[config.mk]
export PLATFORM = sky130hd
export DESIGN_NAME = intersection_scheduler
export DESIGN_NICKNAME = d
export VERILOG_FILES = /design/src/rtl/intersection_scheduler.sv
export SDC_FILE = /design/constraint.sdc
export NUM_CORES = 1
export LEC_CHECK = 0
export CAP_MARGIN = 20
export CELL_PAD_IN_SITES_DETAIL_PLACEMENT = 1
export CELL_PAD_IN_SITES_GLOBAL_PLACEMENT = 2
export CORE_MARGIN = 2
export CORE_UTILIZATION = 32
export DETAILED_ROUTE_END_ITERATION = 10
export PLACE_DENSITY_LB_ADDON = 0.2
export SYNTH_ARGS = -nofsm -noshare
export SYNTH_HDL_FRONTEND = slang
export SYNTH_SLANG_ARGS = --single-unit
[constraint.sdc]
create_clock -name clk -period 6.2 [get_ports clk]
set_clock_uncertainty 0.15 [all_clocks]
set_input_delay 1.55 -clock clk [delete_from_list [all_inputs] [get_ports clk]]
set_output_delay 1.55 -clock clk [all_outputs]
set_load 0.02 [all_outputs]
[src/rtl/intersection_scheduler.sv]
// Two-approach intersection controller: sequences NS/EW lamps with yellow and all-red
// clearance, pedestrian-driven green truncation, rest-in-green and emergency preemption.
module intersection_scheduler #(
    parameter int GREEN_T   = 60,
    parameter int YELLOW_T  = 5,
    parameter int ALLRED_T  = 2,
    parameter int MIN_GREEN = 10
) (
    input  logic       clk,
    input  logic       rst_n,
    input  logic       req_ns,
    input  logic       req_ew,
    input  logic       ped_ns,
    input  logic       ped_ew,
    input  logic       preempt,
    input  logic       preempt_dir,
    output logic       ns_red,
    output logic       ns_yellow,
    output logic       ns_green,
    output logic       ew_red,
    output logic       ew_yellow,
    output logic       ew_green,
    output logic       walk_ns,
    output logic       walk_ew,
    output logic [7:0] remaining,
    output logic [2:0] phase
);

    localparam logic [2:0] INIT_AR = 3'd0;
    localparam logic [2:0] NS_G    = 3'd1;
    localparam logic [2:0] NS_Y    = 3'd2;
    localparam logic [2:0] NS_AR   = 3'd3;
    localparam logic [2:0] EW_G    = 3'd4;
    localparam logic [2:0] EW_Y    = 3'd5;
    localparam logic [2:0] EW_AR   = 3'd6;

    localparam logic [7:0] GREEN_LD  = 8'(GREEN_T - 1);
    localparam logic [7:0] YELLOW_LD = 8'(YELLOW_T - 1);
    localparam logic [7:0] ALLRED_LD = 8'(ALLRED_T - 1);
    localparam logic [7:0] TRUNC_LD  = 8'(MIN_GREEN - 1);

    logic [2:0] state_q, state_d;
    logic [7:0] count_q, count_d;
    logic       latch_ns_q, latch_ns_d;
    logic       latch_ew_q, latch_ew_d;
    logic       walk_ns_q, walk_ns_d;
    logic       walk_ew_q, walk_ew_d;

    // A button pressed this cycle counts as already latched.
    logic pend_ns, pend_ew;
    logic own_pre, other_pre, cross_dem, cross_ped;
    logic [2:0] yellow_next;

    assign pend_ns = latch_ns_q | ped_ns;
    assign pend_ew = latch_ew_q | ped_ew;

    // NOTE: every signal driven here gets a default first, so no path leaves it unassigned
    // and no latch is inferred.
    always_comb begin
        state_d     = state_q;
        count_d     = count_q;
        latch_ns_d  = pend_ns;
        latch_ew_d  = pend_ew;
        own_pre     = preempt & ~preempt_dir;
        other_pre   = preempt & preempt_dir;
        cross_dem   = req_ew | pend_ew;
        cross_ped   = pend_ew;
        yellow_next = NS_Y;
        if (state_q == EW_G) begin
            own_pre     = preempt & preempt_dir;
            other_pre   = preempt & ~preempt_dir;
            cross_dem   = req_ns | pend_ns;
            cross_ped   = pend_ns;
            yellow_next = EW_Y;
        end

        case (state_q)
            INIT_AR, EW_AR: begin
                if (count_q == 8'd0) begin
                    state_d = NS_G;
                    count_d = GREEN_LD;
                end else begin
                    count_d = count_q - 8'd1;
                end
            end
            NS_G, EW_G: begin
                // Preemption outranks rest, which outranks truncation, which outranks decrement.
                if (own_pre) begin
                    count_d = count_q;
                end else if (other_pre || (count_q == 8'd0 && cross_dem)) begin
                    state_d = yellow_next;
                    count_d = YELLOW_LD;
                end else if (count_q == 8'd0) begin
                    count_d = 8'd0;
                end else if (cross_ped && count_q > TRUNC_LD) begin
                    count_d = TRUNC_LD;
                end else begin
                    count_d = count_q - 8'd1;
                end
            end
            NS_Y, EW_Y: begin
                if (count_q == 8'd0) begin
                    state_d = (state_q == NS_Y) ? NS_AR : EW_AR;
                    count_d = ALLRED_LD;
                end else begin
                    count_d = count_q - 8'd1;
                end
            end
            NS_AR: begin
                if (count_q == 8'd0) begin
                    state_d = EW_G;
                    count_d = GREEN_LD;
                end else begin
                    count_d = count_q - 8'd1;
                end
            end
            default: begin
                state_d = INIT_AR;
                count_d = ALLRED_LD;
            end
        endcase

        // On green entry the latch clears and its value becomes the walk grant for that dwell.
        walk_ns_d = 1'b0;
        walk_ew_d = 1'b0;
        if (state_d == NS_G) begin
            walk_ns_d = (state_q == NS_G) ? walk_ns_q : pend_ns;
            if (state_q != NS_G) latch_ns_d = 1'b0;
        end
        if (state_d == EW_G) begin
            walk_ew_d = (state_q == EW_G) ? walk_ew_q : pend_ew;
            if (state_q != EW_G) latch_ew_d = 1'b0;
        end
    end

    // NOTE: sequential state uses non-blocking assignments so all registers update together
    // from pre-edge values.
    always_ff @(posedge clk or posedge rst_n) begin
        if (rst_n) begin
            state_q    <= INIT_AR;
            count_q    <= ALLRED_LD;
            latch_ns_q <= 1'b0;
            latch_ew_q <= 1'b0;
            walk_ns_q  <= 1'b0;
            walk_ew_q  <= 1'b0;
        end else begin
            state_q    <= state_d;
            count_q    <= count_d;
            latch_ns_q <= latch_ns_d;
            latch_ew_q <= latch_ew_d;
            walk_ns_q  <= walk_ns_d;
            walk_ew_q  <= walk_ew_d;
        end
    end

    assign ns_green  = (state_q == NS_G);
    assign ns_yellow = (state_q == NS_Y);
    assign ns_red    = ~(ns_green | ns_yellow);
    assign ew_green  = (state_q == EW_G);
    assign ew_yellow = (state_q == EW_Y);
    assign ew_red    = ~(ew_green | ew_yellow);
    assign walk_ns   = walk_ns_q;
    assign walk_ew   = walk_ew_q;
    assign remaining = count_q;
    assign phase     = state_q;

endmodule

==> impl_summary.md <==
Worst setup path
The register-to-register setup slack is 3.16 ns. The worst reg2reg path endpoint is remaining[5]. Data arrives at the worst endpoint at 2.22 ns. STA classifies the critical path startpoint as a flip-flop. The cell count of the worst reg-to-reg path is 6. The critical path start-end classification is reg -> out.

In this run the critical register-to-register path is launched from remaining[4]. The critical path required time is 4.50 ns. The worst setup path is captured at an output pin. The largest fanout on the critical path is 17.

STA
The post-layout minimum cycle time is 3.92 ns. The normalized max-slew margin is 0.589. Setup repair after global routing left no endpoint under its margin. Based on the critical path, the design can be clocked at up to 255 MHz. The pin slew with the least headroom to its limit is 0.616 ns.

The sum of negative setup slack is 0 ns. The setup violation total in the final timing report is 0. Dividing the final minimum period by the clock period gives 0.632. The max-slew violation count is 0. The number of hold violations in the final report came to 0.

Logic synthesis
The fraction of registers with async set or reset after synthesis is 1.00. The average cell area after synthesis is 8.24 um2. The share of synthesized area in the top cell type comes to 0.273. The number of flops mapped to enable cells by yosys is 0. The yosys synthesis warning count is 0.

Synthesis produced a netlist with a net count of 167. By area the synthesized netlist is led by sky130_fd_sc_hd__dfrtp_1 (27%), sky130_fd_sc_hd__nand2_1 (4.4%), sky130_fd_sc_hd__a21oi_1 (4.3%). sky130_fd_sc_hd__dfrtp_1 takes more of the synthesized area than any other cell. The number of register bits inferred by synthesis is 15. The netlist uses 55 different library cells. The gate count of the mapped netlist is 156. The share of the Yosys chip area taken by registers is 0.293. The cell area after technology mapping is 0.00128 mm2. Among all flip-flop cells after synthesis, the most frequent one is sky130_fd_sc_hd__dfrtp_1.

Clock network
The clock net in this run drives a total of 15 sinks. The number of gates resized after CTS was 0. The tree is rooted in a sky130_fd_sc_hd__clkbuf_8. The clock buffer count from CTS is 3. In this run, post-CTS hold repair placed 0 buffers. TritonCTS built the clock tree. The clock latency on the worst-skew pair is 0.25 ns. After clock tree synthesis, the clock-pin slew on the worst setup and hold paths is 0.07 ns. The maximum clock insertion buffer count is 2. CTS built an H-tree with a depth of 1.

The setup fix buffers added after clock tree synthesis is 0.

Finish
The top cell types in the final layout, fill and taps aside, are sky130_fd_sc_hd__clkdlybuf4s50_1 (26), sky130_fd_sc_hd__nand2_1 (15), sky130_fd_sc_hd__dfrtp_1 (14). The post-layout instance count excluding filler cells is 228. Once layout is complete, the utilization of the core stands at 0.412. The post-layout net count is 190. The fraction of layout cells with a size suffix above 1 is 0.107. The most common library cell in the layout ignoring fill and taps is sky130_fd_sc_hd__clkdlybuf4s50_1.

The repair_antennas step left the layout with diodes totalling 0. Counting the fill cells in the layout gives 460. Relative to the synthesized area, the layout overhead comes to 26.5%.

Global routing
The via count of the first global-routing pass was 1275. The overall fraction of global-route tracks in use is 0.193. The global routing stage identified its most utilized layer as met1. Entering global routing, the biggest net connects 18 pins. In the global route stage, met3 resource usage came out at 0.0267. For met2 alone, demand over resource in global routing was 0.285. The overall overflow remaining after global route is 0. The number of antenna violations at the first check in global routing is 0.

The first global-routing pass estimated 6530 um of wire. For met1 alone, demand over resource in global routing was 0.290.

Floorplanning
Pin placement for this block handled 27 I/O pins. The initialized floorplan defines 23 standard-cell rows. The die is 67.4 um tall. The width of the die is 67.4 um. The placeable core region is 0.00394 mm2.

The floorplan step defined a die boundary enclosing 0.00454 mm2. The starting density of the core is 0.326.

Worst hold path
The path category of the worst min-delay check is reg -> reg. The number of cells on the worst hold path is 2. For hold timing, the worst endpoint is remaining[1]. The source of the worst hold timing path is remaining[1].

Routing
In the routed layout, each cell is associated on average with a via count of 5.57. The number of nets still failing antenna checks after routing is 0. The total detailed-routing wirelength is 3920 um.

In the routed design, unresolved DRC markers number 0. Dividing the detail-routed wire length by the instance count gives 17.2 um. In this run, the number of DRC markers left after iteration 0 of detailed routing was 69.

The number of vias after detailed routing is 1271. The count of TritonRoute iterations in the first routing pass is 4.

Placement
The placed wire-length estimate is 3020 um. During placement, the flow inserted port buffers numbering 26. Routability-driven placement finished with a final weighted congestion of 0.814. The placed instance count is 224.

Pwr
Across the VDD grid, the largest voltage drop is 0.170 mV. For this design the ratio of total power to cell area is 528 mW/mm2. Summed over all cells, the static leakage comes to 0.000665 uW.

The total power draw is 858 uW.

Job
The number of maximum-capacitance constraint violations is 0.

Run status
The run finished with clean final reports.
## kinds of logic (layout without fill, tap and decap cells)
group / count (synthesis) / in the layout / synth area share
AO/OA/AOI/OAI: 50 / 50 / 0.294
XOR/XNOR: 3 / 3 / 0.0205
adder cells (fa/ha/maj): 4 / 4 / 0.0370
buffers and inverters: 18 / 40 / 0.0545
flip-flops: 15 / 15 / 0.293
multiplexers: 3 / 3 / 0.0243
AND/OR/NAND/NOR: 63 / 63 / 0.277
## final cells by class
class / instances / area [um2] / area share
clock buffer: 3 / 41.3 / 0.0254
clock inverter: 1 / 5.00 / 0.00308
inverter: 9 / 33.8 / 0.0208
multi-input combinational: 123 / 838 / 0.516
sequential: 15 / 377 / 0.232
tap: 50 / 62.6 / 0.0385
timing repair buffer: 27 / 268 / 0.165
## flip-flops by register name (all words and copies together), names as in the netlist
signal / cells
latch_ew_q: 1
remaining: 8
walk_ns: 1
latch_ns_q: 1
walk_ew: 1
phase: 3
## worst max-delay path, stage by stage (launching register included)
cell,delay (ns)
sky130_fd_sc_hd__dfrtp_1,0.67
sky130_fd_sc_hd__or3b_1,0.52
sky130_fd_sc_hd__inv_2,0.15
sky130_fd_sc_hd__clkdlybuf4s50_1,0.62
## where the power goes
| group | switching (uW) | total (uW) | leakage [uW] | internal [uW] |
|---|---|---|---|---|
| registers | 77.5 | 217 | 0.000182 | 139 |
| clock network | 41.0 | 85.7 | 0.0000255 | 44.7 |
| logic | 298 | 555 | 0.000458 | 258 |
| total | 416 | 858 | 0.000665 | 441 |
## Yosys cell counts, drive strengths merged, types with 4 or more instances
cell type and instances:
dfrtp 14, a31oi 4, clkbuf 6, nor3 5, or2 4, nor2 12
nand2 15, a21o 6, or3 6, a21oi 11, inv 9, and2 5
o21ai 5
## routing by layer
metal	vias to the layer above	routed length, um
met3	6	133
met4	0	55
li1	625	-
met5	-	0
met2	25	1740
met1	615	2000
## stage by stage
stage,worst slack [ns],cell area (um2),hold slack [ns]
floorplan,3.13,1280,0.422
CTS,2.25,1630,0.421
detailed placement,2.45,1580,0.404
global route,2.16,1630,0.461
finish,2.28,1630,0.414
global placement,2.52,1580,0.389
## worst max path at each step
stage	from	endpoint	slack (ns)	depth (start not counted)
after global placement	preempt	remaining[5]	2.52	6
final	phase[0]	ns_green	2.28	3
after global routing	phase[0]	ns_green	2.16	3
after floorplan	phase[2]	ew_yellow	3.13	3
after CTS	phase[0]	ns_green	2.25	3
after detailed placement	preempt	remaining[5]	2.45	6
Note: power is estimated with default switching activity, not from simulation.
